`config.mk`:
```
export PLATFORM = sky130hd
export DESIGN_NAME = status_frame_writer_flat
export DESIGN_NICKNAME = d
export VERILOG_FILES = /design/src/rtl/status_frame_writer_if.sv /design/src/rtl/status_frame_writer.sv /design/src/flat_wrapper.sv
export SDC_FILE = /design/constraint.sdc
export NUM_CORES = 1
export LEC_CHECK = 0
export ABC_AREA = 0
export BUFFER_PORTS_ARGS = -buffer_cell sky130_fd_sc_hd__buf_2
export CORE_MARGIN = 5
export CORE_UTILIZATION = 51
export DETAILED_ROUTE_END_ITERATION = 10
export HOLD_SLACK_MARGIN = 0.06
export PLACE_DENSITY = 0.77
export SLEW_MARGIN = 10
export SYNTH_ARGS = -nofsm -noshare
export SYNTH_HDL_FRONTEND = slang
export SYNTH_SLANG_ARGS = --single-unit
export TNS_END_PERCENT = 50
```
`constraint.sdc`:
```
create_clock -name clk -period 3.08 [get_ports clk]
set_input_delay 0.616 -clock clk [delete_from_list [all_inputs] [get_ports clk]]
set_output_delay 0.616 -clock clk [all_outputs]
set_load 0.1 [all_outputs]
```
`src/rtl/status_frame_writer_if.sv`:
```
// BRAM write port shared between the status frame writer and the PC-visible memory.
interface status_frame_writer_if;
    logic [12:0] bram_addr;
    logic [15:0] bram_din;
    logic        bram_we;

    modport master (output bram_addr, output bram_din, output bram_we);
    modport slave  (input  bram_addr, input  bram_din, input  bram_we);
endinterface

```
`src/rtl/status_frame_writer.sv`:
```
// Publishes an 11-word status frame (magic, seq, 8 live words, checksum) into BRAM
// on a trigger edge and holds frame_rdy until the PC acknowledges it.
module status_frame_writer #(
    parameter logic [12:0] BASE_ADDR = 13'd0,
    parameter logic [15:0] MAGIC     = 16'hA55A
) (
    input  logic        clk,
    input  logic        rst_n,
    input  logic        trigger,
    input  logic        pc_ack,
    input  logic [15:0] xdata_points_number,
    input  logic [15:0] xdata_block_number,
    input  logic [15:0] ydata_points_number,
    input  logic [15:0] cycles_per_points,
    input  logic [15:0] da_delay_cycles,
    input  logic [15:0] acq_delay_cycles,
    input  logic [15:0] ccd_delay_cycles,
    input  logic [15:0] system_state,
    status_frame_writer_if.master bram,
    output logic        frame_rdy,
    output logic        busy,
    output logic [15:0] seq_num,
    output logic [7:0]  drop_cnt
);

    localparam logic [2:0] IDLE    = 3'd0;
    localparam logic [2:0] LATCH   = 3'd1;
    localparam logic [2:0] WRITE   = 3'd2;
    localparam logic [2:0] CHECK   = 3'd3;
    localparam logic [2:0] PUBLISH = 3'd4;

    logic [2:0]       state;
    logic             trig_d0, trig_d1, ack_d0, ack_d1;
    logic             trig_edge, ack_edge;
    logic [9:0][15:0] words;
    logic [15:0]      sum;
    logic [3:0]       k;

    always_comb begin
        trig_edge = trig_d0 & ~trig_d1;
        ack_edge  = ack_d0 & ~ack_d1;
        busy      = (state != IDLE);
    end

    always_ff @(posedge clk or negedge rst_n) begin
        if (!rst_n) begin
            state          <= IDLE;
            trig_d0        <= 1'b0;
            trig_d1        <= 1'b0;
            ack_d0         <= 1'b0;
            ack_d1         <= 1'b0;
            words          <= '0;
            sum            <= '0;
            k              <= '0;
            bram.bram_we   <= 1'b0;
            bram.bram_addr <= '0;
            bram.bram_din  <= '0;
            frame_rdy      <= 1'b0;
            seq_num        <= '0;
            drop_cnt       <= '0;
        end else begin
            trig_d0 <= trigger;
            trig_d1 <= trig_d0;
            ack_d0  <= pc_ack;
            ack_d1  <= ack_d0;

            if (trig_edge && state != IDLE && drop_cnt != 8'hFF)
                drop_cnt <= drop_cnt + 8'd1;

            case (state)
                IDLE: begin
                    if (trig_edge)
                        state <= LATCH;
                end
                LATCH: begin
                    words <= {system_state, ccd_delay_cycles, acq_delay_cycles,
                              da_delay_cycles, cycles_per_points, ydata_points_number,
                              xdata_block_number, xdata_points_number, seq_num, MAGIC};
                    // Word 0 is constant, so it is issued here alongside the snapshot;
                    // WRITE then continues from word 1 with the sum already seeded.
                    bram.bram_we   <= 1'b1;
                    bram.bram_addr <= BASE_ADDR;
                    bram.bram_din  <= MAGIC;
                    sum            <= MAGIC;
                    k              <= 4'd1;
                    state          <= WRITE;
                end
                WRITE: begin
                    bram.bram_we   <= 1'b1;
                    bram.bram_addr <= BASE_ADDR + {8'd0, k, 1'b0};
                    bram.bram_din  <= words[k];
                    sum            <= sum + words[k];
                    if (k == 4'd9)
                        state <= CHECK;
                    else
                        k <= k + 4'd1;
                end
                CHECK: begin
                    bram.bram_we   <= 1'b1;
                    bram.bram_addr <= BASE_ADDR + 13'd20;
                    bram.bram_din  <= 16'h0000 - sum;
                    state          <= PUBLISH;
                end
                PUBLISH: begin
                    bram.bram_we <= 1'b0;
                    if (ack_edge) begin
                        frame_rdy <= 1'b0;
                        seq_num   <= seq_num + 16'd1;
                        state     <= IDLE;
                    end else begin
                        frame_rdy <= 1'b1;
                    end
                end
                default: state <= IDLE;
            endcase
        end
    end

endmodule

```
`src/flat_wrapper.sv`:
```
// flat-port wrapper written by rule: the top's interface ports become plain ports
module status_frame_writer_flat 
#(
    parameter logic [12:0] BASE_ADDR = 13'd0,
    parameter logic [15:0] MAGIC     = 16'hA55A
)
  (clk, rst_n, trigger, pc_ack, xdata_points_number, xdata_block_number, ydata_points_number, cycles_per_points, da_delay_cycles, acq_delay_cycles, ccd_delay_cycles, system_state, frame_rdy, busy, seq_num, drop_cnt, bram_bram_addr, bram_bram_din, bram_bram_we);
  status_frame_writer_if bram_i ();
  input  logic clk;
  input  logic rst_n;
  input  logic trigger;
  input  logic pc_ack;
  input  logic [15:0] xdata_points_number;
  input  logic [15:0] xdata_block_number;
  input  logic [15:0] ydata_points_number;
  input  logic [15:0] cycles_per_points;
  input  logic [15:0] da_delay_cycles;
  input  logic [15:0] acq_delay_cycles;
  input  logic [15:0] ccd_delay_cycles;
  input  logic [15:0] system_state;
  output logic frame_rdy;
  output logic busy;
  output logic [15:0] seq_num;
  output logic [7:0] drop_cnt;
  output wire logic [$bits(bram_i.bram_addr)-1:0] bram_bram_addr;
  output wire logic [$bits(bram_i.bram_din)-1:0] bram_bram_din;
  output wire logic [$bits(bram_i.bram_we)-1:0] bram_bram_we;
  assign bram_bram_addr = bram_i.bram_addr;
  assign bram_bram_din = bram_i.bram_din;
  assign bram_bram_we = bram_i.bram_we;
  status_frame_writer #(.BASE_ADDR(BASE_ADDR), .MAGIC(MAGIC)) u_core (.clk(clk), .rst_n(rst_n), .trigger(trigger), .pc_ack(pc_ack), .xdata_points_number(xdata_points_number), .xdata_block_number(xdata_block_number), .ydata_points_number(ydata_points_number), .cycles_per_points(cycles_per_points), .da_delay_cycles(da_delay_cycles), .acq_delay_cycles(acq_delay_cycles), .ccd_delay_cycles(ccd_delay_cycles), .system_state(system_state), .bram(bram_i), .frame_rdy(frame_rdy), .busy(busy), .seq_num(seq_num), .drop_cnt(drop_cnt));
endmodule
```
==> run summary, run 1 <==
Worst path top cell family by delay: compound AO/OA/AOI/OAI gates
Crit Path Class: reg2reg
Crit path cell chain: buf_12 > buf_12 > o31ai_4 > buf_6 > o22ai_2 > o22ai_2 > ha_4 > a21oi_1 > o21ai_1 > o211a_1 > o21ai_2 > xnor2_1 > a21oi_1 > o22a_1
Placed insts: 1333
Setup TNS: -508 ps
Endpoints failing hold: 0
DP HPWL: 20100 um
Mapped Cells: 861
All-layer global routing usage: 23.0%
# IOs: 188
WP data arrival: 3650 ps
Worst r2r src: u_core.k[0]$_DFFE_PN0P_
Design area: 13600 um^2
Final non-filler cell total: 1398
PwrDens: 1310 nW/um^2
Routed WL: 28200 um
Num Clock Sinks: 218
Overflow after GRT: 0
Critical Path RT: 3500 ps
Failing checks: setup timing
CP max FO: 10
Placement Setup Slack: -219 ps
Period utilisation layout: 105%
Hold buffers post-CTS: 0
RSZ-0062 raised after global routing: true
WL/cell: 20.2 um
Post-Syn Area: 10600 um^2
Cell taking the most area after synthesis: dfrtp_1
Reg2Reg Depth: 14
CTS root buffer: clkbuf_16
Top FF cell, synth: dfrtp_1
Synth top area cells: dfrtp_1, mux2_2, mux4_2
FF-to-FF setup slack: -150 ps
Critical Path Sink Type: register
Crit path time final: 3230 ps
Total power draw: 17.8 mW
Hold crit path type: in2async
Crit start category: register
Die width: 154 um
Final Util: 66.8%
FF+latch count, synth: 218
Leak: 6.20 nW
First-pass GRT wire length: 44200 um
F_max: 0.310 GHz
Largest net degree at the start of global routing: 81
Async SR Flop Fraction: 100%
Worst VDD drop: 0.000643 V
Core area: 20300 um^2
CTS tree: yes
Full die area: 23700 um^2
Reg-to-reg endpoint: u_core.sum[15]$_DFFE_PN0P_
Area post-placement: 12200 um^2
Initial antenna violation count: 2
Total number of vias: 7838
Worst slew pin tran: 666 ps
Rows: 52
Starting DRT DRC Count: 529
Worst path slowest cell: dfrtp_4
Critical Path Max Stage Delay: 510 ps
Reg area: 5460 um^2
Area of the multi-input gates: 5150 um^2
Max cap viols: 0
Port Buffers: 178
Number of global-route vias before repair: 8136
Final WS setup: -148 ps
Final Slew Violations: 0
Unique masters post-synth: 59
Gpl congestion: 0.876
Worst Skew: 14.4 ps
Worst-path clk slew: 70 ps
Layout cells sized above 1: 49.2%
Die span in y: 154 um
Filler Cell Count: 1500
Number of buffers created by CTS: 24
Yosys top cell area share: 51.6%
Sequential share of the synthesized area: 51.6%
Post-synth EDFFs: 0
Buffers & Inverters on Critical Path: 3
CTS max path bufs: 3
Area Growth Syn to Fin: 28.3%
DRT Pass-1 Iters: 5
Status: complete, but fails checks
CTS H-tree depth: 1
Slew margin rel.: 55.4%
Starting Density: 52.1%
Clock latency on the worst-skew pair: 540 ps
Warnings from Yosys: 0
Post-Syn Area per Cell: 12.3 um^2
DRT antenna net count: 0
Final #Nets: 1262
DRC Markers: 0
Vias/cell: 5.61
Hold WS: 132 ps
Setup Viol. Count Final: 6
[worst reg2reg max path, cell delays in order, from the launching register on]
cell and delay, ps:
dfrtp_4 510, buf_12 150, buf_12 140, o31ai_4 270
buf_6 180, o22ai_2 70, o22ai_2 270, ha_4 260
a21oi_1 210, o21ai_1 160, o211a_1 300, o21ai_2 160
xnor2_1 150, a21oi_1 90, o22a_1 190
[repair_timing]
| action | CTS | global route |
|---|---|---|
| pin swaps | 15 | 19 |
| setup endpoints to repair | 7 | 9 |
| resized for setup | 43 | 34 |
| cloned | 0 | 0 |
| endpoints found under the hold margin | 0 | 0 |
| buffers inserted | 11 | 10 |
[routing by layer]
metal  track usage, %  vias up  share of wire, %  wire, um
met5                0        -             0.025         7
met4             6.77        2               3.1       880
met3             4.38       59               6.3      1780
met2             35.5      277                46     13100
met1             33.3     3882                44     12500
li1                 -     3618                 -         -
[cell type report]
class / count / share of cell area, %
Timing Repair Buffer: 271 / 12.7
Sequential cell: 218 / 40.3
Multi-Input combinational cell: 580 / 38.0
Inverter: 14 / 0.387
Clock inverter: 11 / 1.10
Tap cell: 270 / 2.49
Clock buffer: 33 / 5.05
Antenna cell: 1 / 0.0184
[synthesized netlist by cell type, types with 2 or more instances]
master	number
dfrtp_1	218
mux2_2	155
nor2_1	51
a21oi_1	45
nand2_1	45
o21ai_0	33
buf_2	28
xnor2_1	25
mux2i_1	23
xor2_1	21
ha_1	20
nand3_1	18
nor3_1	17
mux4_2	16
o22ai_1	15
buf_4	14
inv_1	14
a221oi_1	9
clkbuf_1	9
o32ai_1	8
and3_1	6
a211oi_1	5
nand4_1	5
o31ai_1	4
a21o_1	3
a31oi_1	3
clkbuf_8	3
nor2b_1	3
nor4_1	3
o211ai_1	3
or2_2	3
a22oi_1	2
and2_1	2
buf_1	2
nor2_2	2
o21a_1	2
or3_1	2
or3_2	2
or3_4	2
[worst max-delay path by stage]
stage	cells after the start	from	slack (ps)	endpoint
floorplan	15	u_core.k[0]$_DFFE_PN0P_	-0.9	u_core.sum[14]$_DFFE_PN0P_
global placement	12	u_core.k[0]$_DFFE_PN0P_	-140	u_core.sum[15]$_DFFE_PN0P_
detailed placement	12	u_core.k[0]$_DFFE_PN0P_	-220	u_core.sum[15]$_DFFE_PN0P_
CTS	14	u_core.k[0]$_DFFE_PN0P_	-100	u_core.sum[14]$_DFFE_PN0P_
global route	14	u_core.k[0]$_DFFE_PN0P_	-270	u_core.sum[14]$_DFFE_PN0P_
finish	14	u_core.k[0]$_DFFE_PN0P_	-150	u_core.sum[15]$_DFFE_PN0P_
[placed cells by master (no fill, tap or decap), drive strengths merged, types with 2 or more instances in the layout]
master / netlist / routed
mux2i: 23 / 23
o32ai: 8 / 8
inv: 14 / 14
a21o: 3 / 3
buf: 45 / 270
o21a: 2 / 2
nor3: 17 / 17
mux2: 155 / 155
o22ai: 15 / 15
a31oi: 3 / 3
clkbuf: 12 / 34
xnor2: 25 / 25
nand2: 45 / 45
and3: 6 / 6
nand3: 18 / 18
o211ai: 3 / 3
conb: 1 / 9
a211oi: 5 / 5
or3: 6 / 6
dfrtp: 218 / 218
nand4: 6 / 6
bufinv: 0 / 2
a22oi: 2 / 2
clkinv: 0 / 9
or2: 3 / 3
nor2b: 3 / 3
and2: 3 / 3
nor2: 53 / 53
a221oi: 9 / 9
o21ai: 33 / 33
nor4: 4 / 4
mux4: 16 / 16
xor2: 21 / 21
a21oi: 45 / 45
o31ai: 5 / 5
ha: 20 / 20
[sequential cells by signal (all words and copies together), names as in the netlist]
name	cells
u_core.trig_d0	1
u_core.drop_cnt	8
u_core.bram.bram_addr	4
u_core.words	145
u_core.trig_d1	1
u_core.state	3
u_core.ack_d1	1
u_core.sum	16
u_core.bram.bram_din	16
u_core.bram.bram_we	1
u_core.frame_rdy	1
u_core.ack_d0	1
u_core.k	4
u_core.seq_num	16
[report_power, final]
group	internal, mW	switching [mW]	total (mW)
registers	4.07	0.917	4.98
clock network	1.75	1.21	2.95
logic	4.58	5.30	9.88
total	10.4	7.42	17.8
[logic make-up (layout without fill, tap and decap cells)]
| logic type | Yosys count | count (layout) | synth area share [%] |
|---|---|---|---|
| flops | 218 | 218 | 51.6 |
| mux | 194 | 194 | 22.1 |
| simple gates | 168 | 168 | 7.68 |
| compound gates | 141 | 141 | 8.42 |
| buf+inv | 71 | 329 | 3.70 |
| xor+xnor | 46 | 46 | 3.81 |
| fa+ha+maj | 22 | 22 | 2.65 |
| other cells | 1 | 10 | 0.0355 |
(Power assumes the default switching activity.)
==> inputs of run 2 (changes only) <==
CORE_UTILIZATION = 25   (was 51)
PLACE_DENSITY = 0.47   (was 0.77)
SLEW_MARGIN = default   (was 10)
==> run 2 against run 1 <==
  * The flow still finishes with violations (setup timing)
  * Global-route usage shrank 9.3 points
  * Cell area grew 6.2%
  * Fmax grew 2.4%
  * Non-clock buffer count grew 28
  * Clock-buffer cell count grew 4
  * Sequential share of layout area shrank 2.4 points
  * Largest power group unchanged
  * Highest routed layer unchanged
  * Die area grew 96%
  * Clock power grew 16%
==> run summary, run 2 (same netlist as run 1, synthesis figures left out) <==
Number of buffers created by CTS: 28
# IOs: 188
Die span in y: 216 um
Core area: 41900 um^2
Worst-path clk slew: 60 ps
WL/cell: 19.1 um
Final Slew Violations: 0
# diodes: 0
DRC Markers: 0
Rows: 75
First-pass GRT wire length: 50400 um
Starting Density: 25.3%
Worst r2r src: u_core.k[0]$_DFFE_PN0P_
CP max FO: 5
Worst slew pin tran: 590 ps
Commonest non-fill, non-tap cell in the layout: dfrtp_1
Area Growth Syn to Fin: 36.3%
Status: complete, but fails checks
Final #Nets: 1294
F_max: 0.317 GHz
FF-to-FF setup slack: -70 ps
CTS tree: yes
Setup Viol. Count Final: 6
Routed WL: 32500 um
Reg2Reg Depth: 14
Critical Path Sink Type: register
Final WS setup: -73.9 ps
Total power draw: 18.8 mW
Most frequent cells in the layout: dfrtp_1, buf_2, mux2_2
Top reg by flops: u_core.words
Max reg flops: 145
Top Metal Used: met5
Met3 routed WL: 1890 um
Failing checks: setup timing
DRT antenna net count: 0
Crit Path Class: reg2reg
Reg-to-reg endpoint: u_core.sum[15]$_DFFE_PN0P_
Worst Skew: 30.6 ps
Full die area: 46500 um^2
Metal2 WL: 14700 um
DP HPWL: 24600 um
Hold Crit Endpoint: u_core.trig_d0$_DFF_PN0_
Starting DRT DRC Count: 309
CTS H-tree depth: 1
Leak: 6.43 nW
Layout cells sized above 1: 51.6%
PwrDens: 1310 nW/um^2
RSZ-0062 raised after global routing: true
Period utilisation layout: 102%
Number of global-route vias before repair: 8317
Critical Path RT: 3520 ps
WP data arrival: 3590 ps
Max cap viols: 0
Hold_sp: trigger
Hold WS: 181 ps
Vias/cell: 4.56
Final Util: 34.4%
Crit start category: register
Clock latency on the worst-skew pair: 570 ps
DRT Pass-1 Iters: 5
Num Clock Sinks: 218
Overflow after GRT: 0
Slew margin rel.: 60.7%
Port Buffers: 178
All-layer global routing usage: 13.7%
CTS root buffer: clkbuf_16
Largest net degree at the start of global routing: 71
Total number of vias: 7757
Worst VDD drop: 0.000516 V
Crit path time final: 3150 ps
Hold Path Depth: 1
Endpoints failing hold: 0
CTS max path bufs: 3
Hold crit path type: in2reg
Die width: 216 um
Initial antenna violation count: 6
Met1 Routed Length: 15300 um
Gpl congestion: 0.826
-- run 2: cell types whose count changed in the layout (fill, tap and decap cells not counted), moves of 3 or more --
cell,before,now
o22ai_4,0,5
clkbuf_8,6,3
clkbuf_16,24,29
mux2i_1,23,20
o22ai_2,11,7
ha_2,1,4
mux2i_2,0,3
ha_1,13,10
buf_4,78,100
-- run 2: stage by stage --
stage | setup slack, ps | std cells | TNS [ps] | instance area, um^2
floorplan | -0.862 | 869 | -0.944 | 10600
global placement | -280 | 1627 | -914 | 12700
finish | -73.9 | 1702 | -194 | 14400
detailed placement | -301 | 1627 | -1240 | 12700
global route | -205 | 1702 | -1360 | 14400
CTS | -114 | 1687 | -364 | 14000
-- run 2: layout make-up --
| type | instances | area, um^2 |
|---|---|---|
| clock buffers | 37 | 764 |
| clock inverters | 15 | 215 |
| fillers | 4225 | 27400 |
| inverters | 14 | 52.6 |
| multi-input cells | 580 | 5250 |
| flip-flops and latches | 218 | 5460 |
| well taps | 539 | 674 |
| repair buffers | 299 | 1990 |
-- run 2: metal layers --
metal  GRT usage (%)  vias up
met2            21.4      183
li1                -     3678
met4            2.41       12
met3            3.36       54
met1            19.7     3830
met5               0        -
-- run 2: critical path, cell delays in order, from the launching register on --
cell and delay (ps):
dfrtp_4 500, buf_6 150, buf_12 130, mux4_2 410, nor2_1 110, o32ai_1 100
buf_4 150, ha_1 300, a21oi_2 180, o21ai_1 110, or2_2 340, o21ai_4 170
xnor2_2 140, a21oi_2 70, o22a_1 170
-- run 2: timing repair --
item | in CTS | in global routing
hold buffers | 1 | 0
setup buffers | 7 | 14
endpoints found under the setup margin | 9 | 9
hold endpoints to repair | 51 | 0
gates resized for setup | 51 | 46
gates cloned | 0 | 1
pin swaps | 12 | 33
-- run 2: worst max path at each step --
stage,from,endpoint,slack [ps]
after CTS,u_core.k[0]$_DFFE_PN0P_,u_core.sum[14]$_DFFE_PN0P_,-110
after global placement,u_core.k[1]$_DFFE_PN0P_,u_core.sum[15]$_DFFE_PN0P_,-280
after global routing,u_core.k[0]$_DFFE_PN0P_,u_core.sum[14]$_DFFE_PN0P_,-210
after floorplan,u_core.k[0]$_DFFE_PN0P_,u_core.sum[14]$_DFFE_PN0P_,-0.9
final,u_core.k[0]$_DFFE_PN0P_,u_core.sum[15]$_DFFE_PN0P_,-70
after detailed placement,u_core.k[1]$_DFFE_PN0P_,u_core.sum[15]$_DFFE_PN0P_,-300
-- run 2: power breakdown --
group          total (mW)  switching (mW)  internal [mW]
combinational        10.4            5.45           4.98
clock                3.42            1.33           2.10
sequential           4.96           0.896           4.07
total                18.8            7.67           11.1
